$ cat src/rtl/mem_arb_pkg.sv
// rtl/mem_arb_pkg.sv - shared types and defaults for the RAM arbiter
package mem_arb_pkg;

    typedef enum logic [1:0] {
        OWN_NONE  = 2'd0,
        OWN_DBG   = 2'd1,
        OWN_DATA  = 2'd2,
        OWN_INSTR = 2'd3
    } owner_t;

    localparam int MAX_WAIT_DEF = 4;

endpackage

$ cat src/rtl/arb_pick.sv
// rtl/arb_pick.sv - combinational priority picker, grant bit order {instr, data, dbg}
module arb_pick (
    input  logic       i_dbg_req,
    input  logic       i_d_req,
    input  logic       i_i_req,
    input  logic       i_force_instr,
    output logic [2:0] o_gnt
);

    // A starved fetch jumps ahead of data but never ahead of the debugger
    always_comb begin
        o_gnt = 3'b000;
        if (i_dbg_req)
            o_gnt[0] = 1'b1;
        else if (i_i_req && i_force_instr)
            o_gnt[2] = 1'b1;
        else if (i_d_req)
            o_gnt[1] = 1'b1;
        else if (i_i_req)
            o_gnt[2] = 1'b1;
    end

endmodule

$ cat src/rtl/mem_arbiter.sv
// rtl/mem_arbiter.sv - single-port RAM arbiter for debug, core data and core fetch
module mem_arbiter
    import mem_arb_pkg::*;
#(
    parameter int AW       = 10,
    parameter int DW       = 32,
    parameter int MAX_WAIT = MAX_WAIT_DEF
) (
    input  logic          CLK,
    input  logic          RSTn,
    input  logic          dbg_halt,
    input  logic          dbg_req,
    input  logic          dbg_we,
    input  logic [AW-1:0] dbg_addr,
    input  logic [DW-1:0] dbg_wdata,
    output logic          dbg_gnt,
    output logic          dbg_rvalid,
    input  logic          d_req,
    input  logic          d_we,
    input  logic [AW-1:0] d_addr,
    input  logic [DW-1:0] d_wdata,
    output logic          d_gnt,
    output logic          d_rvalid,
    input  logic          i_req,
    input  logic [AW-1:0] i_addr,
    output logic          i_gnt,
    output logic          i_rvalid,
    output logic [DW-1:0] rdata,
    output logic          mem_en,
    output logic          mem_we,
    output logic [AW-1:0] mem_addr,
    output logic [DW-1:0] mem_wdata,
    input  logic [DW-1:0] mem_rdata,
    output logic          core_stall
);

    localparam int CW = $clog2(MAX_WAIT + 1);
    localparam logic [CW-1:0] MAX_CNT = CW'(MAX_WAIT);

    owner_t        r_tag;
    owner_t        w_tag_nxt;
    logic [CW-1:0] r_wait_cnt;
    logic [2:0]    w_gnt;
    logic          w_force;

    assign w_force = i_req && (r_wait_cnt == MAX_CNT);

    arb_pick u_pick (
        .i_dbg_req     (dbg_req),
        .i_d_req       (d_req),
        .i_i_req       (i_req),
        .i_force_instr (w_force),
        .o_gnt         (w_gnt)
    );

    assign dbg_gnt = w_gnt[0];
    assign d_gnt   = w_gnt[1];
    assign i_gnt   = w_gnt[2];
    assign mem_en  = |w_gnt;

    always_comb begin
        mem_we    = 1'b0;
        mem_addr  = '0;
        mem_wdata = '0;
        w_tag_nxt = OWN_NONE;
        if (dbg_gnt) begin
            mem_we    = dbg_we;
            mem_addr  = dbg_addr;
            mem_wdata = dbg_wdata;
            w_tag_nxt = dbg_we ? OWN_NONE : OWN_DBG;
        end else if (d_gnt) begin
            mem_we    = d_we;
            mem_addr  = d_addr;
            mem_wdata = d_wdata;
            w_tag_nxt = d_we ? OWN_NONE : OWN_DATA;
        end else if (i_gnt) begin
            mem_addr  = i_addr;
            w_tag_nxt = OWN_INSTR;
        end
    end

    always_ff @(posedge CLK or negedge RSTn) begin
        if (!RSTn)
            r_tag <= OWN_NONE;
        else
            r_tag <= w_tag_nxt;
    end

    always_ff @(posedge CLK or negedge RSTn) begin
        if (!RSTn)
            r_wait_cnt <= '0;
        else if (!i_req || i_gnt)
            r_wait_cnt <= '0;
        else if (r_wait_cnt != MAX_CNT)
            r_wait_cnt <= r_wait_cnt + CW'(1);
    end

    assign dbg_rvalid = (r_tag == OWN_DBG);
    assign d_rvalid   = (r_tag == OWN_DATA);
    assign i_rvalid   = (r_tag == OWN_INSTR);
    assign rdata      = mem_rdata;

    // A core read granted now returns next cycle, so the core must hold this cycle
    assign core_stall = dbg_halt
                      | (i_req & ~i_gnt)
                      | (d_req & ~d_gnt)
                      | (w_tag_nxt == OWN_DATA)
                      | (w_tag_nxt == OWN_INSTR);

endmodule
$ cat config.mk
export PLATFORM = sky130hd
export DESIGN_NAME = mem_arbiter
export DESIGN_NICKNAME = d
export VERILOG_FILES = /design/src/rtl/mem_arb_pkg.sv /design/src/rtl/arb_pick.sv /design/src/rtl/mem_arbiter.sv
export SDC_FILE = /design/constraint.sdc
export NUM_CORES = 1
export LEC_CHECK = 0
export CAP_MARGIN = 20
export CORE_MARGIN = 10
export CORE_UTILIZATION = 20
export DETAILED_ROUTE_END_ITERATION = 6
export PLACE_DENSITY = 0.94
export SKIP_LAST_GASP = 1
export SLEW_MARGIN = 20
export SYNTH_ARGS = -nofsm -noshare
export SYNTH_HDL_FRONTEND = slang
export SYNTH_HIERARCHICAL = 1
export SYNTH_SLANG_ARGS = --single-unit
export TNS_END_PERCENT = 20
$ cat constraint.sdc
create_clock -name CLK -period 2.5 [get_ports CLK]
set_clock_uncertainty 0.15 [all_clocks]
set_input_delay 0.25 -clock CLK [delete_from_list [all_inputs] [get_ports CLK]]
set_output_delay 0.25 -clock CLK [all_outputs]
set_load 0.005 [all_outputs]
# Yosys cells after proc, flatten, opt, wreduce, memory -nomap -nowiden
# Index checks and enable logic that the tools add are counted.
# op_classes
addsub	1
eq_ne	7
n_mux	21
bitwise_logic	8
n_reduce_logical	6
# ops
cell	count
$mux W32	2
$mux W10	3
$mux W2	5
$mux W1	9
$eq A2 B2 Y1 const B	4
$mux W3	2
$or A1 B1 Y1	4
$add A3 B1 Y3 const B	1
$eq A3 B3 Y1 const B	1
$ne A3 B3 Y1 const B	1
$reduce_or A3 Y1	1
$and A1 B1 Y1	2
$eq A2 B1 Y1 const B	1
$logic_and A1 B1 Y1	2
$not A1 Y1	2
$reduce_bool A2 Y1	1
$logic_not A1 Y1	1
$logic_or A1 B1 Y1	1
# word_totals
ff_bits	5
out_inout_bits	83
wordCells	45

# Logic depth before layout (Yosys ltp)
# Gate-level depths: netlist (run 1).
# logic_depth
depth_word	11
mapped_depth	8

# Cells and area by module
# Netlist (run 1), hierarchy kept.
# modules_own_cells
mod	n_inst	cells_per_inst	area_per_inst_um2
mem_arbiter	1	143	1064.8
arb_pick	1	5	37.5

# Least setup slack after synthesis (run 1)
# No wires, ideal clock.
# synth_path
path_type	register -> output
startpoint	reg r_wait_cnt[0]
endpoint	out mem_wdata[11]
t_arrival_ns	1.827
required_ns	2.100
setup_slack_ns	0.273
path_stages_with_launch	9
cell_sequence	dfrtp_1 inv_1 ha_1 and3_1 a211oi_2 nor2b_1 buf_2 buf_2 a22o_1
# synth_via
elab_chain_len	7
# synth_lines
element	line_no	rtl
start, declared	mem_arbiter.sv:42	logic [CW-1:0] r_wait_cnt;
start signal, assigned	mem_arbiter.sv:95	r_wait_cnt <= r_wait_cnt + CW'(1);
$eq A3 B3 Y1	mem_arbiter.sv:46	assign w_force = i_req && (r_wait_cnt == MAX_CNT);
$logic_and A1 B1 Y1	mem_arbiter.sv:46	
via w_force	mem_arbiter.sv:44	logic w_force;
$logic_and A1 B1 Y1	arb_pick.sv:15	else if (i_i_req && i_force_instr)
$mux W1	arb_pick.sv:15	
$mux W2	arb_pick.sv:13	if (i_dbg_req)
via d_gnt	mem_arbiter.sv:22	output logic d_gnt,
$mux W32	mem_arbiter.sv:71	end else if (d_gnt) begin
$mux W32	mem_arbiter.sv:66	if (dbg_gnt) begin
end, declared	mem_arbiter.sv:32	output logic [DW-1:0] mem_wdata,
# The timed path passes the listed nets, and every way through them passes these cells.

# Final worst setup path (run 1)
# layout_path
startpoint	reg r_wait_cnt[0]
endpoint	out core_stall
# layout_via
elab_chain_len	11
word_cells_on_any_way	19
classes_between	eq/ne (3); mux (6); bitwise (8); reduce/logical (2)
# layout_lines
element	line_no	rtl
$eq A3 B3 Y1 *	mem_arbiter.sv:46	
$logic_and A1 B1 Y1 *	mem_arbiter.sv:46	
via w_force	mem_arbiter.sv:44	
$logic_and A1 B1 Y1 *	arb_pick.sv:15	
$mux W1	arb_pick.sv:15	
$mux W2 *	arb_pick.sv:13	
$mux W2	mem_arbiter.sv:76	end else if (i_gnt) begin
$mux W2 *	mem_arbiter.sv:71	
$mux W2 *	mem_arbiter.sv:66	
via w_tag_nxt[1]	mem_arbiter.sv:41	owner_t w_tag_nxt;
$eq A2 B2 Y1	mem_arbiter.sv:107	| (w_tag_nxt == OWN_DATA)
$or A1 B1 Y1	mem_arbiter.sv:107	
$or A1 B1 Y1 *	mem_arbiter.sv:108	| (w_tag_nxt == OWN_INSTR);
end, declared	mem_arbiter.sv:34	output logic core_stall
# Mark *: on every way through the listed nets, which the timed path passes. The rest lies on a longest branch.

==> results of run 1 <==
==> Yosys cell counts <==
master,number,share of area [%]
sky130_fd_sc_hd__nor3_1,1,0.45
sky130_fd_sc_hd__inv_1,16,5.4
sky130_fd_sc_hd__nand2_1,5,1.7
sky130_fd_sc_hd__clkbuf_1,4,1.4
sky130_fd_sc_hd__a211oi_2,1,1.1
sky130_fd_sc_hd__nor2_1,4,1.4
sky130_fd_sc_hd__xnor2_1,1,0.79
sky130_fd_sc_hd__a21oi_1,11,5.0
sky130_fd_sc_hd__nand2b_1,1,0.57
sky130_fd_sc_hd__or3_1,2,1.1
sky130_fd_sc_hd__buf_4,36,25
sky130_fd_sc_hd__o211a_1,1,0.91
sky130_fd_sc_hd__dfrtp_1,5,11
sky130_fd_sc_hd__and2_1,1,0.57
sky130_fd_sc_hd__nor2b_1,4,2.3
sky130_fd_sc_hd__a221oi_1,10,7.9
sky130_fd_sc_hd__nand3_1,1,0.45
sky130_fd_sc_hd__nor3b_1,1,0.68
sky130_fd_sc_hd__and3_1,1,0.57
sky130_fd_sc_hd__buf_2,5,2.3
sky130_fd_sc_hd__mux2i_1,1,0.91
sky130_fd_sc_hd__ha_1,2,2.3
sky130_fd_sc_hd__o21ai_0,2,0.91
sky130_fd_sc_hd__a22o_1,32,25
==> how the worst max path moves through the flow <==
stage                             start       endpoint  slack [ps]  cells past startpoint
after floorplan           r_wait_cnt[0]  mem_wdata[11]         270                      8
after global placement            i_req    mem_addr[7]        -510                      7
after detailed placement          i_req    mem_addr[7]        -520                      7
after CTS                 r_wait_cnt[0]     core_stall         -80                     10
after global routing      r_wait_cnt[0]     core_stall        -190                     10
final                     r_wait_cnt[0]     core_stall        -110                     10
==> logic make-up (layout without fill, tap and decap cells) <==
kind of cell	after synthesis	in the layout	share of synthesized area, %
simple gates	21	21	9.76
fa+ha+maj	2	2	2.27
xor+xnor	1	1	0.795
flops	5	5	11.4
buf+inv	61	196	33.6
compound gates	57	57	41.3
mux	1	1	0.908
==> layout by cell type, fill, tap and decap left out, types with 2 or more instances in the layout <==
cell type | synthesis | layout
sky130_fd_sc_hd__clkdlybuf4s50_1 | 0 | 106
sky130_fd_sc_hd__a22o_1 | 32 | 32
sky130_fd_sc_hd__dlygate4sd2_1 | 0 | 30
sky130_fd_sc_hd__inv_1 | 16 | 15
sky130_fd_sc_hd__buf_4 | 36 | 14
sky130_fd_sc_hd__a21oi_1 | 11 | 11
sky130_fd_sc_hd__a221oi_2 | 0 | 8
sky130_fd_sc_hd__clkbuf_2 | 0 | 8
sky130_fd_sc_hd__buf_6 | 0 | 6
sky130_fd_sc_hd__dfrtp_1 | 5 | 5
sky130_fd_sc_hd__nor2_1 | 4 | 4
sky130_fd_sc_hd__nand2_1 | 5 | 4
sky130_fd_sc_hd__buf_2 | 5 | 4
sky130_fd_sc_hd__clkdlybuf4s15_1 | 0 | 4
sky130_fd_sc_hd__clkbuf_8 | 0 | 3
sky130_fd_sc_hd__nor2b_4 | 0 | 2
sky130_fd_sc_hd__or3_1 | 2 | 2
sky130_fd_sc_hd__nor2b_1 | 4 | 2
sky130_fd_sc_hd__o21ai_0 | 2 | 2
sky130_fd_sc_hd__buf_16 | 0 | 2
sky130_fd_sc_hd__buf_12 | 0 | 2
==> registers in the layout, indices dropped and copies added, names as in the netlist <==
register,count
r_wait_cnt,3
r_tag,2
==> final cells by class <==
| type | instances | area [um2] |
|---|---|---|
| Clock buffer | 4 | 45.0 |
| Fill cell | 502 | 2490 |
| Inverter | 16 | 60.1 |
| Multi-Input combinational cell | 82 | 733 |
| Sequential cell | 5 | 125 |
| Tap cell | 70 | 87.6 |
| Timing Repair Buffer | 176 | 1690 |
==> where the power goes <==
group	internal, mW	switching, mW	leakage, nW
Clock	0.109	0.0375	0.0228
Combinational	0.293	0.152	1.17
Sequential	0.0884	0.00407	0.0658
==> per-stage QoR <==
step	util (%)	power (mW)
final	52.4	0.684
after global routing	52.4	0.732
after CTS	50.9	0.671
after detailed placement	47.6	0.521
after global placement	47.6	0.514
after floorplan	-	0.250
==> metal layers <==
metal	up-vias	part of all wire [%]	track usage [%]
met5	-	0	0
met4	0	1.8	5.44
met1	726	34	13.6
met3	12	13	8.47
li1	774	-	-
met2	126	51	26.1
==> timing repair <==
action | CTS | global route
setup endpoints to repair | 46 | 45
cloned | 2 | 0
pin swaps | 3 | 5
resized for setup | 64 | 40
buffers inserted | 7 | 5
==> impl_metrics.ini, run 1 <==
[floorplan]
fp.coreArea_um2 = 5240
total_die_area_um2 = 8880
floorplan.initialDensity_pct = 21.0
io_pins = 217
std_cell_rows = 26
die_w_um = 94.2
fp.dieH_um = 94.2

[global_routing]
grt.total_usage_pct = 14.7
pin_count_of_the_biggest_net_entering_global_routing = 36
grt_pass1_wl_mm = 10.2
first_global_vias = 1868
antenna_found_initial = 0
grt_remaining_overflow = 0

[timing]
setup_repair_after_global_routing_missed_its_margin = true
finalCriticalPeriod_ps = 2610
fin_worst_hold_slack_ps = 99.5
min_period_over_period_pct = 104
fmax_ghz = 0.383
tightest_slew_ps = 435
setup_viol = 34
slew_headroom_pct = 71.0
fin_ws_ps = -112
finalHoldViolCount = 0
setup_total_negative_slack_ps = -2160
timing.final.max_slew_violations = 0

[hold_path]
worst_hold_path_type = primary input to async pin

[worst_setup_path]
crit_path_max_cell_delay_ps = 370
critical_path_peak_fanout = 4
worstSetupStartpointType = flip-flop
critical-path-top-delay-family = simple AND/OR/NAND/NOR gates
worst_path_most_repeated_cell = sky130_fd_sc_hd__buf_6
worstPathRequired_ps = 2100
reg2reg_setup_slack_ps = 520
rr_endpoint = r_tag[0]
worstSetupEndpointType = output port
path_class = flip-flop to output port
rr_worst_depth = 11
cpMaxStageDelayCell = sky130_fd_sc_hd__or3_1
reg_to_reg_critical_path_startpoint = r_wait_cnt[0]
cp_cell_sequence = inv_2 -> ha_4 -> and3_4 -> a211oi_4 -> buf_6 -> buf_6 -> nand2_4 -> nor3b_4 -> or3_1 -> buf_2
cp_num_buf_inv = 4
worst-endpoint-arrival_ps = 2210

[yosys]
number_of_synthesis_warnings = 6
synth_cell_type_count = 24
synth.cell_area_um2 = 1100
syn-mean-instance-area_um2 = 7.45
synth.yosys.seq_area_share_pct = 11.4
syn-num-nets = 284
postSynthRegisterBits = 5
netlist_instances = 148

[placement]
post-dp-hpwl_mm = 5.70
placement.cell_area_um2 = 2490
dpl_worst_slack_ps = -515
place.detailed.instances = 336
globalplace.congestion = 0.847
numPortBuffers = 152

[clocking]
cts_hold_buf = 0
clockBufferDepth = 2
tritoncts = built
clkTransAtPathRegs_ps = 30
cts_inserted_buffers = 3
cts_max_level = 1
clock_latency_ps = 220
clkSinkCount = 5
clockRootBuffer = sky130_fd_sc_hd__clkbuf_8

[cells_and_area]
cell_area_after_layout_um2 = 2740
final-instance-count-excl-fill = 353
num-nets-final = 420
n_antenna_cell = 0
area.growth.synth_to_final_pct = 149
fraction_of_final_layout_cells_sized_beyond_drive_strength_1_pct = 19.8

[detailed_routing]
post_drt_wl_per_cell_um = 20.1
drt_pre_antenna_iters = 4
drt_wl_total_mm = 7.10
post_route_drc_violation_count = 0
total_via_count_after_detailed_routing = 1638
post_drt_via_cell_ratio = 4.64
initialDrtViolationCount = 32
drt.antenna.violating_nets = 0

[run_status]
failing_checks = negative setup slack
outcome = complete, but fails checks

[power]
power_density_nw_per_um2 = 249
total_leakage_power_nw = 1.26
max-vdd-ir-drop_uv = 146

[job]
max_cap_violations = 0
Power figures use the tool's default switching activity.
==> run 2, diff against run 1 <==
- PLACE_DENSITY: 0.94 -> 0.93
- SYNTH_HIERARCHICAL: 1 -> not set
==> run 2 against run 1 <==
The run still ends with negative setup slack left. Maximum frequency rose by 0.59%. Hold slack improved by 4.8 ps. Sequential share of layout area rose by 0.28 points. Critical path type unchanged.
==> impl_metrics.ini, run 2 <==
[run_status]
outcome = complete, but fails checks
failing_checks = negative setup slack

[cells_and_area]
largest-register = r_wait_cnt
fraction_of_final_layout_cells_sized_beyond_drive_strength_1_pct = 8.17
num-fill-cells = 512
layout.area.seq_um2 = 125
n_antenna_cell = 0
layout_top_registers = r_wait_cnt x3, r_tag x2
mostFrequentLayoutCells = sky130_fd_sc_hd__clkdlybuf4s50_1 (151), sky130_fd_sc_hd__a22o_1 (33), sky130_fd_sc_hd__and2_1 (13), sky130_fd_sc_hd__a221o_1 (8), sky130_fd_sc_hd__buf_4 (8)
area.growth.synth_to_final_pct = 129
final-instance-count-excl-fill = 329
max_ffs_per_register = 3
multiInputGateArea_um2 = 657
cell_area_after_layout_um2 = 2580
mostFrequentLayoutCell = sky130_fd_sc_hd__clkdlybuf4s50_1
num-nets-final = 394

[placement]
globalplace.congestion = 0.856
placement.cell_area_um2 = 2450
post-dp-hpwl_mm = 5.46
numPortBuffers = 152
place.detailed.instances = 320

[yosys]
async_reset_ff_share_pct = 100
number_of_synthesis_warnings = 0
synth_top_cell_by_area = sky130_fd_sc_hd__a22o_1
postSynthRegisterBits = 5
synth.cell_area_um2 = 1130
synth.yosys.seq_area_share_pct = 11.1
most_frequent_cells_after_synthesis = sky130_fd_sc_hd__a22o_1 (33), sky130_fd_sc_hd__buf_4 (33), sky130_fd_sc_hd__and2_1 (13)
synth_flop_cell = sky130_fd_sc_hd__dfrtp_1
synth_cell_type_count = 25
syn-num-nets = 269
synth.area.top_cells = sky130_fd_sc_hd__a22o_1 (26%), sky130_fd_sc_hd__buf_4 (22%), sky130_fd_sc_hd__dfrtp_1 (11%), sky130_fd_sc_hd__and2_1 (7.2%), sky130_fd_sc_hd__a221o_1 (7.1%)
synth_top_area_share_pct = 25.6
syn-mean-instance-area_um2 = 8.50
netlist_instances = 133
synth_enable_flop_cells = 0

[worst_setup_path]
cp_num_buf_inv = 4
reg2reg_setup_slack_ps = 970
crit_path_max_cell_delay_ps = 490
cp_cell_sequence = inv_1 -> ha_2 -> a311oi_4 -> buf_4 -> clkbuf_16 -> a221o_2 -> clkdlybuf4s50_1
worst-endpoint-arrival_ps = 2200
rr_worst_depth = 5
critical-path-top-delay-family = buffers and inverters
reg_to_reg_critical_path_startpoint = r_wait_cnt[0]
worstPathRequired_ps = 2100
worstSetupEndpointType = output port
critical_path_peak_fanout = 11
worstSetupStartpointType = flip-flop
cpMaxStageDelayCell = sky130_fd_sc_hd__clkdlybuf4s50_1
rr_endpoint = r_wait_cnt[2]
path_class = flip-flop to output port

[power]
max-vdd-ir-drop_uv = 191
total_leakage_power_nw = 1.02
power_density_nw_per_um2 = 264

[clocking]
tritoncts = built
clkTransAtPathRegs_ps = 30
cts_inserted_buffers = 3
clockRootBuffer = sky130_fd_sc_hd__clkbuf_8
clkSinkCount = 5
cts_max_level = 1
cts_hold_buf = 0
clock_latency_ps = 210
clockBufferDepth = 2

[floorplan]
fp.dieH_um = 95.2
die_w_um = 95.2
std_cell_rows = 27
fp.coreArea_um2 = 5510
total_die_area_um2 = 9060
floorplan.initialDensity_pct = 20.5
io_pins = 217

[timing]
setup_viol = 37
fmax_ghz = 0.385
fin_ws_ps = -96.7
tightest_slew_ps = 343
slew_headroom_pct = 77.1
finalHoldViolCount = 0
timing.final.max_slew_violations = 0
min_period_over_period_pct = 104
finalCriticalPeriod_ps = 2600
setup_repair_after_global_routing_missed_its_margin = true

[detailed_routing]
initialDrtViolationCount = 67
drt_wl_total_mm = 6.49
post_route_drc_violation_count = 0
drt.antenna.violating_nets = 0
drt_pre_antenna_iters = 4
total_via_count_after_detailed_routing = 1567
post_drt_via_cell_ratio = 4.76
post_drt_wl_per_cell_um = 19.7

[global_routing]
first_global_vias = 1614
grt_pass1_wl_mm = 8.84
grt_remaining_overflow = 0
antenna_found_initial = 0
pin_count_of_the_biggest_net_entering_global_routing = 28
grt.total_usage_pct = 12.2

[hold_path]
worst_hold_path_type = primary input to async pin

[job]
max_cap_violations = 0
run 2: final cells by class:
type,count,area share [%]
clock buffers,4,1.74
flip-flops and latches,5,4.84
repair buffers,164,63.9
multi-input cells,80,25.4
inverters,4,0.581
well taps,72,3.48
run 2: how the worst max path moves through the flow:
stage	start	endpoint	slack (ps)	cells after the start
3_3_place_gp	d_req	mem_wdata[22]	20	6
5_1_grt	r_wait_cnt[0]	mem_addr[7]	-180	6
4_1_cts	r_wait_cnt[0]	mem_wdata[24]	-80	6
6_report	r_wait_cnt[0]	mem_addr[0]	-100	7
2_1_floorplan	r_wait_cnt[0]	mem_addr[3]	640	5
3_5_place_dp	d_req	mem_addr[8]	-30	6
run 2: where the power goes:
group	switching [mW]	internal, mW	leakage, nW	total (mW)
logic	0.130	0.316	0.929	0.446
registers	0.00551	0.0871	0.0654	0.0926
clock network	0.0342	0.109	0.0228	0.143
total	0.169	0.512	1.02	0.682
run 2: cells by family after synthesis:
| family | count (synthesis) | synth area share (%) |
|---|---|---|
| AOI/OAI and AO/OA | 51 | 40.8 |
| adders and majority gates | 2 | 2.21 |
| buffers and inverters | 48 | 31.1 |
| DFF | 5 | 11.1 |
| muxes | 1 | 0.885 |
| and+or+nand+nor | 26 | 13.9 |
run 2: through the flow:
stage / worst slack, ps / power (mW) / hold slack, ps / setup TNS (ps) / util [%]
2_1_floorplan: 635 / 0.258 / -196 / 0 / -
3_3_place_gp: 21.3 / 0.518 / 325 / 0 / 44.6
3_5_place_dp: -30.1 / 0.525 / 333 / -217 / 44.6
4_1_cts: -79.9 / 0.674 / 105 / -2060 / 45.5
5_1_grt: -178 / 0.723 / 125 / -5500 / 46.9
6_report: -96.7 / 0.682 / 104 / -2750 / 46.9
run 2: repair_timing:
action | 4_1_cts | 5_1_grt
buffers inserted | 0 | 3
cloned | 0 | 2
resized for setup | 2 | 2
endpoints found under the setup margin | 43 | 43
pin swaps | 0 | 0
run 2: metal layers:
metal / routed length (um) / track usage (%)
met1: 2430 / 13.1
met2: 3030 / 20.6
met3: 927 / 5.66
met4: 99 / 4.11
met5: 0 / 0
run 2: worst register-to-register path: stages (launching register included):
cell and delay [ps]:
sky130_fd_sc_hd__dfrtp_1 380, sky130_fd_sc_hd__inv_1 60, sky130_fd_sc_hd__ha_2 210, sky130_fd_sc_hd__a21bo_1 190
sky130_fd_sc_hd__and3b_4 250, sky130_fd_sc_hd__nor3_1 200
